## src/rtl/flit_pkt_decoder_pkg.sv

```systemverilog
// rtl/flit_pkt_decoder_pkg.sv - flit type codes, FSM encoding and parameter legality rules
//
// Package noc_flit_pkg, imported by the decoder, its body buffer and its interface users.
// Contents:
//   flit_type_e       : HEAD=00, BODY=01, TAIL=10, RSVD=11
//   ST_IDLE/COLLECT/OUTPUT : decoder state encoding
//   *_ok functions    : elaboration-time legality rules for the decoder parameters

package noc_flit_pkg;

  typedef enum logic [1:0] {
    FLIT_HEAD = 2'b00,
    FLIT_BODY = 2'b01,
    FLIT_TAIL = 2'b10,
    FLIT_RSVD = 2'b11
  } flit_type_e;

  localparam logic [1:0] ST_IDLE    = 2'd0;
  localparam logic [1:0] ST_COLLECT = 2'd1;
  localparam logic [1:0] ST_OUTPUT  = 2'd2;

  // A packet needs at least an address flit and one data flit.
  function automatic bit body_count_ok(input int nb);
    return nb >= 2;
  endfunction

  // Address flit carries the address above the read/write flag and one spare bit.
  function automatic bit addr_width_ok(input int fw, input int aw);
    return aw == fw - 2;
  endfunction

  // Each data flit contributes its upper fw-1 bits to the write data.
  function automatic bit data_width_ok(input int fw, input int nb, input int dw);
    return (dw >= 1) && (dw <= (nb - 1) * (fw - 1));
  endfunction

endpackage

```

## src/rtl/flit_pkt_decoder_if.sv

```systemverilog
// rtl/flit_pkt_decoder_if.sv - flit-side and request-side signals of the packet decoder
//
// slave  : decoder side (takes flits, drives decoded requests and o_err)
// master : producer/consumer side (drives flits and i_ready)
// Signals:
//   i_flit_valid / o_flit_ready : flit handshake
//   i_flit_type [1:0], i_flit [FLIT_WIDTH-1:0] : flit type and payload
//   o_valid / i_ready           : decoded-request handshake
//   o_address, o_wdata, o_read_write_enable : decoded request
//   o_err                       : one-cycle protocol-error pulse

interface flit_pkt_decoder_if #(
  parameter int FLIT_WIDTH = 16,
  parameter int ADDR_WIDTH = 14,
  parameter int DATA_WIDTH = 32
);

  logic                  i_flit_valid;
  logic                  o_flit_ready;
  logic [1:0]            i_flit_type;
  logic [FLIT_WIDTH-1:0] i_flit;
  logic                  o_valid;
  logic                  i_ready;
  logic [ADDR_WIDTH-1:0] o_address;
  logic [DATA_WIDTH-1:0] o_wdata;
  logic                  o_read_write_enable;
  logic                  o_err;

  modport slave (
    input  i_flit_valid, i_flit_type, i_flit, i_ready,
    output o_flit_ready, o_valid, o_address, o_wdata, o_read_write_enable, o_err
  );

  modport master (
    output i_flit_valid, i_flit_type, i_flit, i_ready,
    input  o_flit_ready, o_valid, o_address, o_wdata, o_read_write_enable, o_err
  );

endinterface

```

## src/rtl/flit_pkt_decoder_body_buffer.sv

```systemverilog
// rtl/flit_pkt_decoder_body_buffer.sv - body flit store with fill count (module flit_body_buffer)
//
// Ports:
//   clk, rst   : clock, synchronous active-high reset (clears count and storage)
//   clr        : restart filling at index 0 (has priority over wr_en)
//   wr_en      : store wr_data at index count and advance count (ignored when full)
//   wr_data    : flit payload to store
//   count      : number of flits stored, 0..NUM_BODY_FLITS
//   body_flat  : all stored flits, flit i at [i*FLIT_WIDTH +: FLIT_WIDTH]

module flit_body_buffer
  import noc_flit_pkg::*;
#(
  parameter int FLIT_WIDTH     = 16,
  parameter int NUM_BODY_FLITS = 4,
  parameter int CNT_W          = $clog2(NUM_BODY_FLITS + 1)
) (
  input  logic                                 clk,
  input  logic                                 rst,
  input  logic                                 clr,
  input  logic                                 wr_en,
  input  logic [FLIT_WIDTH-1:0]                wr_data,
  output logic [CNT_W-1:0]                     count,
  output logic [NUM_BODY_FLITS*FLIT_WIDTH-1:0] body_flat
);

  localparam logic [CNT_W-1:0] FULL_CNT = CNT_W'(NUM_BODY_FLITS);

  logic [CNT_W-1:0]                     count_q, count_d;
  logic [NUM_BODY_FLITS*FLIT_WIDTH-1:0] body_q, body_d;

  always_comb begin
    count_d = count_q;
    body_d  = body_q;
    if (clr) begin
      // Stale contents are left in place; they are overwritten before they are read.
      count_d = '0;
    end else if (wr_en && (count_q < FULL_CNT)) begin
      for (int i = 0; i < NUM_BODY_FLITS; i++) begin
        if (count_q == CNT_W'(i)) begin
          body_d[i*FLIT_WIDTH +: FLIT_WIDTH] = wr_data;
        end
      end
      count_d = count_q + 1'b1;
    end
  end

  always_ff @(posedge clk) begin
    if (rst) begin
      count_q <= '0;
      body_q  <= '0;
    end else begin
      count_q <= count_d;
      body_q  <= body_d;
    end
  end

  assign count     = count_q;
  assign body_flat = body_q;

endmodule

```

## src/rtl/flit_pkt_decoder.sv

```systemverilog
// rtl/flit_pkt_decoder.sv - decodes HEAD/BODY.../TAIL flit packets into address/write-data requests
//
// Optional feature macro: FLIT_PKT_DECODER_PARITY_EN (TAIL bit 0 must equal XOR of all body bits).
// Ports:
//   clk  : sole clock, rising edge
//   rst  : synchronous active-high reset
//   bus  : flit_pkt_decoder_if.slave (flit handshake, decoded request handshake, o_err)
// A packet is HEAD, NUM_BODY_FLITS BODY flits, TAIL. Body 0 carries address and the
// read/write flag; bodies 1..N-1 carry write data in their upper FLIT_WIDTH-1 bits.

module flit_pkt_decoder
  import noc_flit_pkg::*;
#(
  parameter int FLIT_WIDTH     = 16,
  parameter int NUM_BODY_FLITS = 4,
  parameter int ADDR_WIDTH     = 14,
  parameter int DATA_WIDTH     = 32
) (
  input  logic              clk,
  input  logic              rst,
  flit_pkt_decoder_if.slave bus
);

  localparam int CNT_W = $clog2(NUM_BODY_FLITS + 1);
  localparam int CAT_W = (NUM_BODY_FLITS - 1) * (FLIT_WIDTH - 1);
  localparam logic [CNT_W-1:0] FULL_CNT = CNT_W'(NUM_BODY_FLITS);

  if (!body_count_ok(NUM_BODY_FLITS) || !addr_width_ok(FLIT_WIDTH, ADDR_WIDTH) ||
      !data_width_ok(FLIT_WIDTH, NUM_BODY_FLITS, DATA_WIDTH)) begin : g_bad_cfg
    $error("flit_pkt_decoder: illegal FLIT_WIDTH/NUM_BODY_FLITS/ADDR_WIDTH/DATA_WIDTH");
  end

  logic [1:0]            state_q, state_d;
  logic                  err_q, err_d;
  logic [ADDR_WIDTH-1:0] addr_q, addr_d;
  logic [DATA_WIDTH-1:0] wdata_q, wdata_d;
  logic                  rw_q, rw_d;

  logic                                 flit_ready;
  logic                                 accept;
  logic                                 buf_clr;
  logic                                 buf_wr;
  logic [CNT_W-1:0]                     count;
  logic [NUM_BODY_FLITS*FLIT_WIDTH-1:0] body_flat;
  logic [CAT_W-1:0]                     cat;
  logic                                 parity_ok;
  logic                                 unused_ok;

  flit_body_buffer #(
    .FLIT_WIDTH     (FLIT_WIDTH),
    .NUM_BODY_FLITS (NUM_BODY_FLITS),
    .CNT_W          (CNT_W)
  ) u_body_buffer (
    .clk       (clk),
    .rst       (rst),
    .clr       (buf_clr),
    .wr_en     (buf_wr),
    .wr_data   (bus.i_flit),
    .count     (count),
    .body_flat (body_flat)
  );

  assign flit_ready = (state_q != ST_OUTPUT);
  assign accept     = bus.i_flit_valid && flit_ready;

  // Data bodies packed MSB first: body1 occupies the top FLIT_WIDTH-1 bits.
  for (genvar i = 1; i < NUM_BODY_FLITS; i++) begin : g_cat
    assign cat[CAT_W-1-(i-1)*(FLIT_WIDTH-1) -: FLIT_WIDTH-1] =
      body_flat[i*FLIT_WIDTH+1 +: FLIT_WIDTH-1];
  end

`ifdef FLIT_PKT_DECODER_PARITY_EN
  assign parity_ok = (bus.i_flit[0] == (^body_flat));
`else
  assign parity_ok = 1'b1;
`endif

  // Flit bit 0 of data bodies and the low end of the concatenation are intentionally unused.
  assign unused_ok = ^{body_flat, cat};

  always_comb begin
    state_d = state_q;
    err_d   = 1'b0;
    addr_d  = addr_q;
    wdata_d = wdata_q;
    rw_d    = rw_q;
    buf_clr = 1'b0;
    buf_wr  = 1'b0;

    case (state_q)
      ST_IDLE: begin
        if (accept) begin
          if (bus.i_flit_type == FLIT_HEAD) begin
            state_d = ST_COLLECT;
            buf_clr = 1'b1;
          end else begin
            err_d = 1'b1;
          end
        end
      end

      ST_COLLECT: begin
        if (accept) begin
          case (bus.i_flit_type)
            FLIT_HEAD: begin
              // Resync: abandon the partial packet and start over on this head.
              err_d   = 1'b1;
              buf_clr = 1'b1;
            end
            FLIT_BODY: begin
              if (count < FULL_CNT) begin
                buf_wr = 1'b1;
              end else begin
                err_d   = 1'b1;
                state_d = ST_IDLE;
              end
            end
            FLIT_TAIL: begin
              if ((count == FULL_CNT) && parity_ok) begin
                state_d = ST_OUTPUT;
                addr_d  = body_flat[FLIT_WIDTH-1:2];
                rw_d    = body_flat[1];
                wdata_d = cat[CAT_W-1 -: DATA_WIDTH];
              end else begin
                err_d   = 1'b1;
                state_d = ST_IDLE;
              end
            end
            default: begin
              err_d   = 1'b1;
              state_d = ST_IDLE;
            end
          endcase
        end
      end

      ST_OUTPUT: begin
        if (bus.i_ready) begin
          state_d = ST_IDLE;
        end
      end

      default: begin
        state_d = ST_IDLE;
      end
    endcase
  end

  always_ff @(posedge clk) begin
    if (rst) begin
      state_q <= ST_IDLE;
      err_q   <= 1'b0;
      addr_q  <= '0;
      wdata_q <= '0;
      rw_q    <= 1'b0;
    end else begin
      state_q <= state_d;
      err_q   <= err_d;
      addr_q  <= addr_d;
      wdata_q <= wdata_d;
      rw_q    <= rw_d;
    end
  end

  assign bus.o_flit_ready        = flit_ready;
  assign bus.o_valid             = (state_q == ST_OUTPUT);
  assign bus.o_address           = addr_q;
  assign bus.o_wdata             = wdata_q;
  assign bus.o_read_write_enable = rw_q;
  assign bus.o_err               = err_q;

endmodule

```

## src/flat_wrapper.sv

```systemverilog
// flat-port wrapper written by rule: the top's interface ports become plain ports
module flit_pkt_decoder_flat import noc_flit_pkg::*;
#(
  parameter int FLIT_WIDTH     = 16,
  parameter int NUM_BODY_FLITS = 4,
  parameter int ADDR_WIDTH     = 14,
  parameter int DATA_WIDTH     = 32
)
  (clk, rst, bus_i_flit_valid, bus_i_flit_type, bus_i_flit, bus_i_ready, bus_o_flit_ready, bus_o_valid, bus_o_address, bus_o_wdata, bus_o_read_write_enable, bus_o_err);
  flit_pkt_decoder_if #(.FLIT_WIDTH(FLIT_WIDTH), .ADDR_WIDTH(ADDR_WIDTH), .DATA_WIDTH(DATA_WIDTH)) bus_i ();
  input  logic clk;
  input  logic rst;
  input wire logic [$bits(bus_i.i_flit_valid)-1:0] bus_i_flit_valid;
  input wire logic [$bits(bus_i.i_flit_type)-1:0] bus_i_flit_type;
  input wire logic [$bits(bus_i.i_flit)-1:0] bus_i_flit;
  input wire logic [$bits(bus_i.i_ready)-1:0] bus_i_ready;
  output wire logic [$bits(bus_i.o_flit_ready)-1:0] bus_o_flit_ready;
  output wire logic [$bits(bus_i.o_valid)-1:0] bus_o_valid;
  output wire logic [$bits(bus_i.o_address)-1:0] bus_o_address;
  output wire logic [$bits(bus_i.o_wdata)-1:0] bus_o_wdata;
  output wire logic [$bits(bus_i.o_read_write_enable)-1:0] bus_o_read_write_enable;
  output wire logic [$bits(bus_i.o_err)-1:0] bus_o_err;
  assign bus_i.i_flit_valid = bus_i_flit_valid;
  assign bus_i.i_flit_type = bus_i_flit_type;
  assign bus_i.i_flit = bus_i_flit;
  assign bus_i.i_ready = bus_i_ready;
  assign bus_o_flit_ready = bus_i.o_flit_ready;
  assign bus_o_valid = bus_i.o_valid;
  assign bus_o_address = bus_i.o_address;
  assign bus_o_wdata = bus_i.o_wdata;
  assign bus_o_read_write_enable = bus_i.o_read_write_enable;
  assign bus_o_err = bus_i.o_err;
  flit_pkt_decoder #(.FLIT_WIDTH(FLIT_WIDTH), .NUM_BODY_FLITS(NUM_BODY_FLITS), .ADDR_WIDTH(ADDR_WIDTH), .DATA_WIDTH(DATA_WIDTH)) u_core (.clk(clk), .rst(rst), .bus(bus_i));
endmodule
```

## config.mk

```make
export PLATFORM = sky130hd
export DESIGN_NAME = flit_pkt_decoder_flat
export DESIGN_NICKNAME = d
export VERILOG_FILES = /design/src/rtl/flit_pkt_decoder_pkg.sv /design/src/rtl/flit_pkt_decoder_if.sv /design/src/rtl/flit_pkt_decoder_body_buffer.sv /design/src/rtl/flit_pkt_decoder.sv /design/src/flat_wrapper.sv
export SDC_FILE = /design/constraint.sdc
export NUM_CORES = 1
export LEC_CHECK = 0
export CAP_MARGIN = 20
export CORE_UTILIZATION = 55
export DETAILED_ROUTE_END_ITERATION = 6
export DONT_BUFFER_PORTS = 1
export PLACE_DENSITY = 0.67
export SETUP_SLACK_MARGIN = 0.2
export SYNTH_ARGS = -nofsm -noshare
export SYNTH_HDL_FRONTEND = slang
export SYNTH_SLANG_ARGS = --single-unit
```

## constraint.sdc

```tcl
create_clock -name clk -period 1.75 [get_ports clk]
set_input_delay 0 -clock clk [delete_from_list [all_inputs] [get_ports clk]]
set_output_delay 0 -clock clk [all_outputs]
set_load 0.02 [all_outputs]
```

# --- After elaboration in Yosys (flattened, before gate mapping) ---
# Index checks and enable logic that the tools add are counted.
totals:
  ff_bits: 117
  input_bits: 22
  output_inout_bits: 50
  wordCells: 63
op_classes:
  addsub: 1
  magnitude_cmp: 1
  n_eq_ne: 15
  muxes: 22
  n_bitwise: 1
  n_reduce_logical: 13
op_table:
  columns: ["operator", "n"]
  rows:
  - ["2-to-1 mux 1 bit", 12]
  - ["2-to-1 mux 2 bit", 6]
  - ["one-hot mux 2 bit (3 select lines)", 2]
  - ["AND reduction 3 bit", 4]
  - ["== test 3 x 2 -> 1 bit (second input constant)", 2]
  - ["inequality test 2 x 1 -> 1 bit (second input constant)", 3]
  - ["inequality test 2 bit (second input constant)", 3]
  - ["AND reduction 6 bit", 1]
  - ["== test 2 x 1 -> 1 bit (second input constant)", 2]
  - ["== test 2 bit (second input constant)", 2]
  - ["zero test 2 bit", 2]
  - ["one-hot mux 1 bit (2 select lines)", 2]
  - ["AND reduction 4 bit", 1]
  - ["OR reduction 2 bit", 2]
  - ["adder 3 x 1 -> 3 bit (second input constant)", 1]
  - ["== test 3 x 1 -> 1 bit (second input constant)", 1]
  - ["== test 3 bit (second input constant)", 1]
  - ["zero test 3 bit", 1]
  - ["less-than comparator 3 bit (second input constant)", 1]
  - ["inequality test 3 bit (second input constant)", 1]
  - ["logical AND 1 bit", 2]
  - ["NOT 1 bit", 1]

# --- Depth between registers and ports, before layout ---
depth:
  depth_word: 7
  mapped_depth: 8
  depth_no_buf: 5

# --- Cells and area by module ---
# A second synthesis with hierarchy kept.
unflattened:
  cells_unflattened: 543
  area_unflattened_um2: 4684.5
by_module_without_submodules:
  columns: ["mod", "instances", "cells_per_inst", "area_each_um2"]
  rows:
  - ["flit_body_buffer", 1, 308, 2702.6]
  - ["flit_pkt_decoder", 1, 235, 1981.9]

# --- Worst setup path before layout ---
# Ideal clock, no wire load.
synth_path:
  kind: "register to register"
  from: "register u_core.u_body_buffer.count_q[2] (netlist: u_core.u_body_buffer.count[2])"
  to: "register u_core.u_body_buffer.body_q[46] (netlist: u_core.u_body_buffer.body_flat[46])"
  setup_time_ns: 0.072
  t_arrival_ns: 1.358
  t_required_ns: 1.678
  slack_ns: 0.321
  stages_incl_launch_ff: 7
  path_buffers: 3
  cell_sequence: "dfxtp_1 and4bb_1 buf_6 and4_4 buf_6 buf_12 mux2i_1"
synth_between:
  elab_chain_len: 7
  elab_cells_between_ends: 8
synth_rtl:
  columns: ["element", "line_no", "rtl"]
  rows:
  - ["from (decl)", "flit_pkt_decoder_body_buffer.sv:29", "logic [CNT_W-1:0] count_q, count_d;"]
  - ["from (signal assigned)", "flit_pkt_decoder_body_buffer.sv:53", "count_q <= count_d;"]
  - ["less-than comparator 3 bit", "flit_pkt_decoder_body_buffer.sv:38, flit_pkt_decoder.sv:111", null]
  - ["2-to-1 mux 1 bit", "flit_pkt_decoder.sv:111", "if (count < FULL_CNT) begin"]
  - ["2-to-1 mux 1 bit", "flit_pkt_decoder.sv:104", "case (bus.i_flit_type)"]
  - ["2-to-1 mux 1 bit", "flit_pkt_decoder.sv:103", "if (accept) begin"]
  - ["2-to-1 mux 1 bit", "flit_pkt_decoder.sv:90", "case (state_q)"]
  - ["logical AND 1 bit", "flit_pkt_decoder_body_buffer.sv:38", "end else if (wr_en && (count_q < FULL_CNT)) begin"]
  - ["AND reduction 3 bit (no line) *", null, null]
  - ["to (signal assigned)", "flit_pkt_decoder_body_buffer.sv:54", "body_q <= body_d;"]
  - ["to (decl)", "flit_pkt_decoder_body_buffer.sv:30", "logic [NUM_BODY_FLITS*FLIT_WIDTH-1:0] body_q, body_d;"]
# Mark *: on every way between the ends. The rest lies on a longest branch, timed or not.
# A chain may end at the register's enable or synchronous reset.

# --- Worst setup path after layout ---
# Same ends and word-level chain as after synthesis.

==> flow_summary.yaml <==
status:
  outcome: "completed"
route:
  route.detailed.drc: 0
  num_vias: 2541
  wirelength_um: 8020
  drtIter0Drc: 157
  viasPerCell: 5.16
  ant_nets: 0
  firstDrtPassIters: 4
  wire_per_inst_um: 16.3
min_path:
  hold_path.class: "in -> reg"
  whs_path_depth: 2
  hold_end: "u_core.u_body_buffer.body_flat[63]$_SDFFE_PP0P_"
  min-delay-start: "rst"
floorplanning:
  ios: 72
  die_x_um: 88.8
  dieArea_mm2: 0.00789
  die_h_um: 88.8
  start_util: 0.572
  coreArea_mm2: 0.00725
  placementRows: 31
critical_path:
  crit_path_end_kind: "flop"
  crit_arrival_ns: 1.75
  rr_worst_depth: 4
  crit_fanout: 13
  cpMaxStageDelayCell: "and4bb_4"
  worstPathCellList: "and4bb_4 -> and4_4 -> buf_12 -> mux2i_1"
  worstSetupPathType: "reg -> reg"
  cp-start-kind: "flop"
  reg2reg_slack_ns: 0.28
  required_ns: 2.03
  cp_slowest_stage_delay_ns: 0.41
  r2r-end: "u_core.u_body_buffer.body_flat[46]$_SDFFE_PP0P_"
  timing.rr.start: "u_core.u_body_buffer.count[2]$_SDFFE_PP0P_"
final_layout:
  mostFrequentLayoutCells: "nand2b_1 (112), dfxtp_1 (100), mux2i_1 (94), dlygate4sd3_1 (17), clkbuf_8 (10)"
  final_layout_size_suffix_gt1_frac: 0.0789
  design_area_mm2: 0.00469
  antenna_cells: 0
  fin_nets: 418
  num-fill-cells: 618
  mostFrequentLayoutCell: "nand2b_1"
  area_growth_pct: 13.0
sta:
  finalHoldViolCount: 0
  fin_setup_tns_ns: 0
  finalSetupViolations: 0
  final.min_clock_period_ns: 1.47
  slew_viol_final: 0
  slew_headroom: 0.692
  clock_skew_ns: 0.0130
  final.period_utilization: 0.838
  rsz0062_at_grt: "yes"
  fmax_ghz: 0.682
  worst_pin_slew_ns: 0.450
global_route:
  overflow: 0
  grt_util_all_layers: 0.209
  grt_pass1_vias: 2342
  grt_first_pass_wirelength_um: 12200
  antenna_found_initial: 0
  grt_max_degree: 113
synthesis:
  syn_area_mm2: 0.00415
  synth.top_cell.area_share: 0.483
  seq_area_frac_synth: 0.483
  ys_warn_count: 0
  synth_top_area_cell: "dfxtp_1"
  avgSynthCellArea_um2: 11.1
  synth_nets: 402
  ys_types: 29
  ys_ff_latch: 100
  ys_top_cells_by_area: "dfxtp_1 (48%), mux2i_1 (23%), nand2b_1 (17%)"
  syn-instance-count: 372
power:
  ir_drop_mv: 0.458
  p_leak_nw: 2.02
  power.density_mw_per_mm2: 838
placed_design:
  dpl.hpwl_um: 4800
  dpl_cell_area_mm2: 0.00421
  globalplace.congestion: 0.816
  io_buffers: 0
flow_run:
  cap_violations: 0
clock_network:
  root_buffer: "clkbuf_8"
  h-tree-depth: 3
  numCtsBuffers: 9
  cts_max_path_buffers: 2
  clkLatencyLatePin_ns: 0.36
  clkSlewWorstSetupHoldPaths_ns: 0.10
  cts_tree: "built"
  clock-sinks: 100
==> how the worst max path moves through the flow <==
stage | start | end | slack [ns] | cells after the start
global route | u_core.u_body_buffer.count[2]$_SDFFE_PP0P_ | u_core.u_body_buffer.body_flat[33]$_SDFFE_PP0P_ | 0.20 | 4
finish | u_core.u_body_buffer.count[2]$_SDFFE_PP0P_ | u_core.u_body_buffer.body_flat[46]$_SDFFE_PP0P_ | 0.28 | 4
detailed placement | u_core.u_body_buffer.count[2]$_SDFFE_PP0P_ | u_core.u_body_buffer.body_flat[37]$_SDFFE_PP0P_ | 0.10 | 3
floorplan | u_core.u_body_buffer.count[2]$_SDFFE_PP0P_ | u_core.u_body_buffer.body_flat[46]$_SDFFE_PP0P_ | 0.32 | 6
CTS | u_core.u_body_buffer.count[2]$_SDFFE_PP0P_ | u_core.u_body_buffer.body_flat[46]$_SDFFE_PP0P_ | 0.21 | 4
global placement | u_core.u_body_buffer.count[2]$_SDFFE_PP0P_ | u_core.u_body_buffer.body_flat[43]$_SDFFE_PP0P_ | 0.16 | 3
==> logic make-up after synthesis <==
family	Yosys count	synth area share
compound gates	11	0.0175
mux	94	0.227
simple gates	128	0.204
flops	100	0.483
fa+ha+maj	8	0.0241
buf+inv	31	0.0441
==> cell usage after synthesis (all sizes together) <==
master,count
nand3,2
o21ai,2
mux2i,94
a2111oi,1
inv,8
buf,11
nand2,2
and4bb,1
a211oi,1
o31ai,1
and4,2
a21oi,3
or3,1
nand3b,2
a21o,1
o21bai,1
nand4,4
a221oi,1
ha,8
nand4bb,1
clkbuf,12
dfxtp,100
nand2b,112
and3b,1
==> sequential cells by signal, indices dropped and copies added, names as in the netlist <==
name,cells
u_core.u_body_buffer.body_flat,47
u_core.bus.o_wdata,32
u_core.bus.o_read_write_enable,1
u_core.u_body_buffer.count,3
u_core.state_q,2
u_core.bus.o_err,1
u_core.bus.o_address,14
==> critical path: cells and delay by family, from the launching register on <==
| kind | cells | cell delay [ns] |
|---|---|---|
| flip-flops | 1 | 0.37 |
| multiplexers | 1 | 0.19 |
| AND/OR/NAND/NOR | 2 | 0.67 |
| buffers and inverters | 1 | 0.16 |
==> power breakdown <==
part	switching, W	leakage, nW	internal, W
clock	0.000772	0.0959	0.000704
combinational	0.0000842	1.11	0.0000870
sequential	0.00000334	0.805	0.00228
total	0.000859	2.02	0.00307
==> stage by stage <==
stage | total power (W) | setup slack [ns] | hold WS, ns | util | instances
2_1_floorplan | 0.00244 | 0.321 | 0.149 | - | 372
3_3_place_gp | 0.00244 | 0.164 | 0.0809 | 0.581 | 454
3_5_place_dp | 0.00244 | 0.101 | 0.0835 | 0.581 | 454
4_1_cts | 0.00397 | 0.212 | 0.00964 | 0.639 | 490
5_1_grt | 0.00407 | 0.199 | 0.00529 | 0.646 | 492
6_report | 0.00393 | 0.283 | 0.0252 | 0.646 | 492
==> metal layers <==
layer	share of wire	track usage	routed length (um)
met3	0.044	0.0438	356
met2	0.44	0.314	3490
met5	0	0	0
met4	0.015	0.0880	124
met1	0.50	0.293	4040
==> what timing repair did <==
action	in CTS	in global routing
hold buffers	18	0
pin swaps	1	1
hold endpoints to repair	100	0
cloned	0	1
endpoints found under the setup margin	15	62
buffers inserted	2	1
resized for setup	1	3
==> final cells by class <==
cell class,instances,area (um2),share of cell area
sequential,100,2000,0.427
multi-input combinational,241,1980,0.422
timing repair buffer,28,353,0.0753
clock buffer,11,141,0.0302
tap,99,124,0.0264
clock inverter,5,58.8,0.0126
inverter,8,30.0,0.00641
No activity file was read; power rests on OpenSTA's default activity.
